$ cat src/rtl/display_pkg.sv
// display_pkg: shared constants and state encoding for the display datapath
package display_pkg;

    typedef enum logic {
        IDLE  = 1'b0,
        SHIFT = 1'b1
    } state_e;

    localparam int W_BIN_DEF  = 32;
    localparam int DIGITS_DEF = 8;

    localparam logic [31:0] BCD_MAX = 32'h9999_9999;
    localparam logic [31:0] DEC_MAX = 32'd99_999_999;

    // Largest value representable in the given number of decimal digits
    function automatic logic [63:0] dec_limit(input int digits);
        logic [63:0] p;
        p = 64'd1;
        for (int i = 0; i < digits; i++) p = p * 64'd10;
        return p - 64'd1;
    endfunction

endpackage

$ cat src/rtl/bcd_add3.sv
// bcd_add3: double-dabble digit adjust, adds 3 to any digit of 5 or more
module bcd_add3 (
    input  logic [3:0] in_i,
    output logic [3:0] out_o
);

    assign out_o = (in_i >= 4'd5) ? in_i + 4'd3 : in_i;

endmodule

$ cat src/rtl/bin2bcd_seq.sv
// bin2bcd_seq: sequential binary to packed-BCD converter, one bit per clock
module bin2bcd_seq
    import display_pkg::*;
#(
    parameter int W_BIN  = W_BIN_DEF,
    parameter int DIGITS = DIGITS_DEF
) (
    input  logic                  clk,
    input  logic                  rst_n,
    input  logic                  start,
    input  logic [W_BIN-1:0]      bin,
    output logic                  busy,
    output logic                  done,
    output logic [4*DIGITS-1:0]   dig,
    output logic                  ovf
);

    localparam int CW = $clog2(W_BIN) + 1;
    localparam int AW = 4 * DIGITS;

    state_e            state_q, state_d;
    logic [W_BIN-1:0]  sr_q, sr_d;
    logic [AW-1:0]     acc_q, acc_d;
    logic [CW-1:0]     cnt_q, cnt_d;
    logic              flag_q, flag_d;
    logic              done_q, done_d;
    logic [AW-1:0]     dig_q, dig_d;
    logic              ovf_q, ovf_d;
    logic [AW-1:0]     adj;
    logic [AW+W_BIN-1:0] shifted;

    genvar d;
    generate
        for (d = 0; d < DIGITS; d++) begin : g_adj
            bcd_add3 u_add3 (
                .in_i  (acc_q[4*d +: 4]),
                .out_o (adj[4*d +: 4])
            );
        end
    endgenerate

    assign shifted = {adj, sr_q} << 1;

    // Next-state: load on accepted start, one adjust-and-shift step per cycle in SHIFT
    always_comb begin
        state_d = state_q;
        sr_d    = sr_q;
        acc_d   = acc_q;
        cnt_d   = cnt_q;
        flag_d  = flag_q;
        done_d  = 1'b0;
        dig_d   = dig_q;
        ovf_d   = ovf_q;
        if (state_q == IDLE) begin
            if (start) begin
                state_d = SHIFT;
                sr_d    = bin;
                acc_d   = '0;
                cnt_d   = '0;
                flag_d  = 64'(bin) > dec_limit(DIGITS);
            end
        end else begin
            sr_d  = shifted[W_BIN-1:0];
            acc_d = shifted[AW+W_BIN-1:W_BIN];
            cnt_d = cnt_q + CW'(1);
            if (cnt_q == CW'(W_BIN - 1)) begin
                state_d = IDLE;
                done_d  = 1'b1;
                dig_d   = flag_q ? {DIGITS{4'h9}} : shifted[AW+W_BIN-1:W_BIN];
                ovf_d   = flag_q;
            end
        end
    end

    // State and output registers; reset aborts any conversion in flight
    always_ff @(posedge clk or negedge rst_n) begin
        if (!rst_n) begin
            state_q <= IDLE;
            sr_q    <= '0;
            acc_q   <= '0;
            cnt_q   <= '0;
            flag_q  <= 1'b0;
            done_q  <= 1'b0;
            dig_q   <= '0;
            ovf_q   <= 1'b0;
        end else begin
            state_q <= state_d;
            sr_q    <= sr_d;
            acc_q   <= acc_d;
            cnt_q   <= cnt_d;
            flag_q  <= flag_d;
            done_q  <= done_d;
            dig_q   <= dig_d;
            ovf_q   <= ovf_d;
        end
    end

    assign busy = (state_q == SHIFT);
    assign done = done_q;
    assign dig  = dig_q;
    assign ovf  = ovf_q;

endmodule
$ cat config.mk
export PLATFORM = sky130hd
export DESIGN_NAME = bin2bcd_seq
export DESIGN_NICKNAME = d
export VERILOG_FILES = /design/src/rtl/display_pkg.sv /design/src/rtl/bcd_add3.sv /design/src/rtl/bin2bcd_seq.sv
export SDC_FILE = /design/constraint.sdc
export NUM_CORES = 1
export LEC_CHECK = 0
export CORE_MARGIN = 3
export CORE_UTILIZATION = 40
export DETAILED_ROUTE_END_ITERATION = 7
export GPL_TIMING_DRIVEN = 0
export SKIP_LAST_GASP = 1
export SYNTH_ARGS = -nofsm -noshare
export SYNTH_HDL_FRONTEND = slang
export SYNTH_SLANG_ARGS = --single-unit
$ cat constraint.sdc
create_clock -name clk -period 3.1 [get_ports clk]
set_input_delay 0.62 -clock clk [delete_from_list [all_inputs] [get_ports clk]]
set_output_delay 0.62 -clock clk [all_outputs]
set_load 0.01 [all_outputs]
==> results of run 1 <==
cells by family (layout without fill, tap and decap cells):
logic type,after synthesis,in the layout,share of synthesized area [%]
and+or+nand+nor,131,131,13.5
AOI/OAI and AO/OA,122,122,14.4
DFF,106,106,51.7
muxes,56,56,10.9
buffers and inverters,45,129,3.56
adders and majority gates,17,17,4.15
xor gates and xnor gates,10,10,1.71
placed cells by master, fill, tap and decap left out, types with 8 or more instances in the layout:
master           instances
clkdlybuf4s50_1         67
a31oi_1                  9
a22o_1                  16
dfrtp_1                106
a21oi_1                 30
nor3b_1                 23
clkbuf_16                9
o21ai_0                 44
buf_2                    8
nor2_1                  19
xnor2_1                  9
ha_1                    17
nand2b_1                28
clkbuf_1                17
inv_1                   16
nand2_1                 42
nor3_1                  10
mux2i_1                 56
a21o_1                  17
routing by layer:
metal  track usage, %  vias to the layer above  share of wire, %
met5                0                        -                 0
met4             4.78                        0               1.1
met3             5.70                       12               5.3
met2             28.3                       91                47
met1             23.2                     1863                47
li1                 -                     1869                 -
final timing paths:
| path | startpoint | end |
|---|---|---|
| worst max-delay path | busy | busy |
| worst min-delay path | rst_n | dig[13] |
| worst max register to register | cnt_q[0] | dig[22] |
| worst min register to register | ovf | ovf |
| max in group asynchronous | rst_n | sr_q[18] |
| min in group clk | ovf | ovf |
metrics by stage:
stage,util [%],instances
floorplan,-,487
global placement,49.1,723
detailed placement,49.3,724
CTS,51.7,739
global route,51.7,739
finish,51.7,739
power groups by stage:
stage                     clock, mW  combinational, mW  sequential [mW]
after floorplan                   0               1.50             2.26
final                          1.13               2.21             2.27
after detailed placement          0               2.24             2.29
after global routing           1.22               2.51             2.34
after CTS                      1.16               2.25             2.27
after global placement            0               2.16             2.27
state kept, by name, summed over array words and instances, names as in the netlist:
| name | count |
|---|---|
| done | 1 |
| dig | 32 |
| cnt_q | 6 |
| sr_q | 32 |
| ovf | 1 |
| acc_q | 32 |
| busy | 1 |
| flag_q | 1 |
area by class of cell:
type	instances	area [sq um]
clock buffers	14	284
flip-flops and latches	106	2650
well taps	168	210
repair buffers	69	706
inverters	18	67.6
plain buffers	27	115
clock inverters	1	7.51
multi-input cells	336	2290
fillers	1133	5920
==> qor.yml, run 1 <==
seqPwrFrac_pct: 40.4
grt_max_degree: 68
ys_types: 33
finalMaxSlewViolations: 0
cellPowerDensity_nw_per_um2: 886
avgSynthCellArea_sq_um: 10.5
status: "finished, final reports clean"
die_area_sq_um: 14200
cts_hold_buffers: 0
setup_violations: 0
antenna_found_initial: 0
worst_setup_path_end_kind: "output port"
p_leak_nw: 2.94
worst-path-stages: 1
critPathKind: "register to output port"
drt_pass1_iterations: 4
syn_area_sq_um: 5130
ys_async_sr_fraction_pct: 100
yosysTopAreaCell: "dfrtp_1"
layout-drive-gt1-share_pct: 4.90
startpoint_type: "register"
cap_violations: 0
route.detailed.drc: 0
clkPwrFrac_pct: 20.1
required_ps: 2480
cts_buffers: 9
synthTopCellsByCount: "106 x dfrtp_1, 56 x mux2i_1, 44 x o21ai_0"
cts.reportedPaths.clkPinSlew_ps: 70
antenna_left: 0
clock_skew_ps: 5.00
cp.buffers_inverters: 1
period_share_pct: 66.2
finalHoldViolations: 0
synth_edf_count: 0
pre_cts_slack_ps: 886
finalSetupTns_ps: 0
ys.flop_type: "dfrtp_1"
grt_pass1_wl_mm: 19.9
path_max_fanout: 7
numPortBuffers: 68
ir_drop_mv: 0.403
design.core.area_sq_um: 12300
io_pins: 70
yosysSeqAreaShare_pct: 51.7
h-tree-depth: 3
slew_headroom_pct: 54.5
synth_warnings: 0
grt.total_usage_pct: 17.7
cts_sinks: 106
worstPathCellList: "clkdlybuf4s50_1"
rsz0062_at_grt: "no"
routed_wl_mm: 12.0
min_period_ps: 2050
p_sw_share_pct: 35.4
internal_power_mw: 3.63
die_height_um: 119
ys_seq_elements: 106
dpl.hpwl_mm: 8.59
die_w_um: 119
route.vias.total: 3835
drt-initial-drc-count: 183
cts_resized: 0
fin_area_sq_um: 6340
rows: 40
synth_area_leaders: "dfrtp_1 52%, mux2i_1 11%, o21ai_0 4.3%"
post_dp_cell_area_sq_um: 6050
synthCells: 487
grt_pass1_vias: 3856
synth_top_area_share_pct: 51.7
floorplan.initialDensity_pct: 41.8
finalWorstSetupSlack_ps: 1050
clock_latency_ps: 350
final_nets: 619
crit_family: "buffers and inverters"
arrival_ps: 1430
avgRoutedWirePerCell_um: 16.3
synth_most_common_cell: "dfrtp_1"
hp-class: "input pin to async pin"
cts_buffer_depth: 2
via_per_inst: 5.19
place_congestion: 0.824
num_antenna_cells: 0
share_comb_of_total_power_pct: 39.4
cts_tree: "yes"
clock.fmax_mhz: 487
holdWs_ps: 246
rrSetupSlack_ps: 1150
slowest_delay_ps: 600
worst_pin_slew_ps: 682
r2r_cells: 5
post_cts_buffers: 0
cts-root-buf: "clkbuf_16"
switchingPower_mw: 1.99
critPathSlowestCell: "clkdlybuf4s50_1"
syn_nets: 539
overflow: 0
finalPower_mw: 5.62
synthToLayoutAreaGrowth_pct: 23.5
Note: power is estimated with default switching activity, not from simulation.
==> inputs of run 2 (changes only) <==
- clock period: 3.1 -> 1.95 ns (I/O delays scaled with it)
==> qor.yml, run 2 (synthesis gave the netlist of run 1 again) <==
drt_pass1_iterations: 4  # unchanged
finalHoldViolations: 0  # unchanged
cts_hold_buffers: 0  # unchanged
grt_max_degree: 68  # unchanged
via_per_inst: 5.19  # about the same
rows: 40  # unchanged
status: "finished, final reports clean"  # unchanged
final_common_cell: "dfrtp_1"  # unchanged
arrival_ps: 2130  # was 1430 ps
worstPathCellList: "ha_1, or4b_4, inv_2, clkbuf_4, nor2_1, a31oi_1"  # was clkdlybuf4s50_1
worst_setup_path_end_kind: "register"  # was output port
final_cell_mix: "106 x dfrtp_1, 67 x clkdlybuf4s50_1, 56 x mux2i_1"  # unchanged
min_period_ps: 1860
drt-initial-drc-count: 153  # was 183
design.core.area_sq_um: 12300  # unchanged
setup_violations: 0  # unchanged
route.vias.total: 3828  # was 3835
critPathSlowestCell: "or4b_4"  # was clkdlybuf4s50_1
worst_pin_slew_ps: 673  # was 682 ps
die_area_sq_um: 14200  # unchanged
numPortBuffers: 68  # unchanged
grt.total_usage_pct: 17.7  # about the same
finalWorstSetupSlack_ps: 89.6  # was 1050 ps
io_pins: 70  # unchanged
cts_buffers: 9  # unchanged
clock.fmax_mhz: 538
cts_sinks: 106  # unchanged
h-tree-depth: 3  # unchanged
post_cts_buffers: 0  # unchanged
cellPowerDensity_nw_per_um2: 1410  # was 886 nW/um^2
regArea_sq_um: 2650  # unchanged
slew_headroom_pct: 55.1  # was 54.5%
layout-drive-gt1-share_pct: 4.74  # was 4.90%
slowest_delay_ps: 520  # was 600 ps
pre_cts_slack_ps: -34.1  # was 886 ps
nFillCells: 1129  # was 1133
startpoint_type: "register"  # unchanged
holdWs_ps: 18.9  # was 246 ps
synthToLayoutAreaGrowth_pct: 23.7  # was 23.5%
die_w_um: 119  # unchanged
num_antenna_cells: 0  # unchanged
cts.reportedPaths.clkPinSlew_ps: 70  # about the same
ir_drop_mv: 0.641  # was 0.403 mV
cap_violations: 0  # unchanged
grt_pass1_vias: 3848  # was 3856
path_max_fanout: 10  # was 7
overflow: 0  # unchanged
multiInputGateArea_sq_um: 2300  # was 2290 sq um
dpl.hpwl_mm: 8.59  # unchanged
die_height_um: 119  # unchanged
route.detailed.drc: 0  # unchanged
routed_wl_mm: 12.0  # about the same
clock_skew_ps: 4.39  # was 5.00 ps
cts-root-buf: "clkbuf_16"  # unchanged
cts_buffer_depth: 2  # unchanged
finalSetupTns_ps: 0  # unchanged
avgRoutedWirePerCell_um: 16.3  # about the same
floorplan.initialDensity_pct: 41.8  # unchanged
place_congestion: 0.824  # unchanged
finalMaxSlewViolations: 0  # unchanged
clock_latency_ps: 350  # about the same
antenna_left: 0  # unchanged
p_leak_nw: 2.94  # about the same
critPathKind: "register to register"  # was register to output port
hp-class: "input pin to async pin"  # unchanged
required_ps: 2220  # was 2480 ps
final_nets: 618  # was 619
period_share_pct: 95.4
antenna_found_initial: 0  # unchanged
cts_tree: "yes"  # unchanged
grt_pass1_wl_mm: 19.9  # about the same
## run 2: where the power goes
part	internal [mW]	switching, mW	total [mW]
clock	1.00	0.793	1.79
sequential	3.01	0.605	3.61
combinational	1.76	1.76	3.52
total	5.77	3.16	8.93
## run 2: stage by stage
stage / utilization (%) / cell area, sq um / power, mW / std cells
after global routing: 51.8 / 6350 / 9.66 / 738
after floorplan: - / 5130 / 5.97 / 487
after detailed placement: 49.3 / 6050 / 7.21 / 724
after CTS: 51.7 / 6330 / 9.03 / 738
final: 51.8 / 6350 / 8.93 / 738
after global placement: 49.1 / 6020 / 7.05 / 723
## run 2: per-layer routing
| layer | up-vias | part of all wire [%] | global-route usage [%] |
|---|---|---|---|
| li1 | 1864 | - | - |
| met1 | 1863 | 46 | 23.2 |
| met2 | 93 | 47 | 28.2 |
| met3 | 8 | 5.8 | 5.70 |
| met4 | 0 | 0.79 | 4.78 |
| met5 | - | 0 | 0 |
## run 2: area by class of cell
type | count | share of cell area [%]
Buffer | 26 | 1.89
Clock buffer | 14 | 4.47
Clock inverter | 1 | 0.118
Inverter | 18 | 1.06
Multi-Input combinational cell | 336 | 36.2
Sequential cell | 106 | 41.8
Tap cell | 168 | 3.31
Timing Repair Buffer | 69 | 11.1
## run 2: timing repair
item,CTS,global route
hold endpoints to repair,0,0
endpoints found under the setup margin,1,17
resized for setup,1,5
## run 2: critical path, delay by kind of cell (launching register included)
family | cells | cell delay, ps
AOI/OAI and AO/OA | 1 | 140
adders and majority gates | 1 | 230
buffers and inverters | 2 | 430
DFF | 1 | 400
and+or+nand+nor | 2 | 580
## run 2: path summary, 6_finish.rpt
kind                          start        to  slack, ps  cells after the start
min in group clk                ovf       ovf        480                      2
max in group asynchronous     rst_n  sr_q[18]       1210                      2
setup reg to reg           cnt_q[0]   dig[23]         90                      6
setup / recovery           cnt_q[0]   dig[23]         90                      6
hold reg to reg                 ovf       ovf        480                      2
hold / removal                rst_n   dig[13]         20                      1
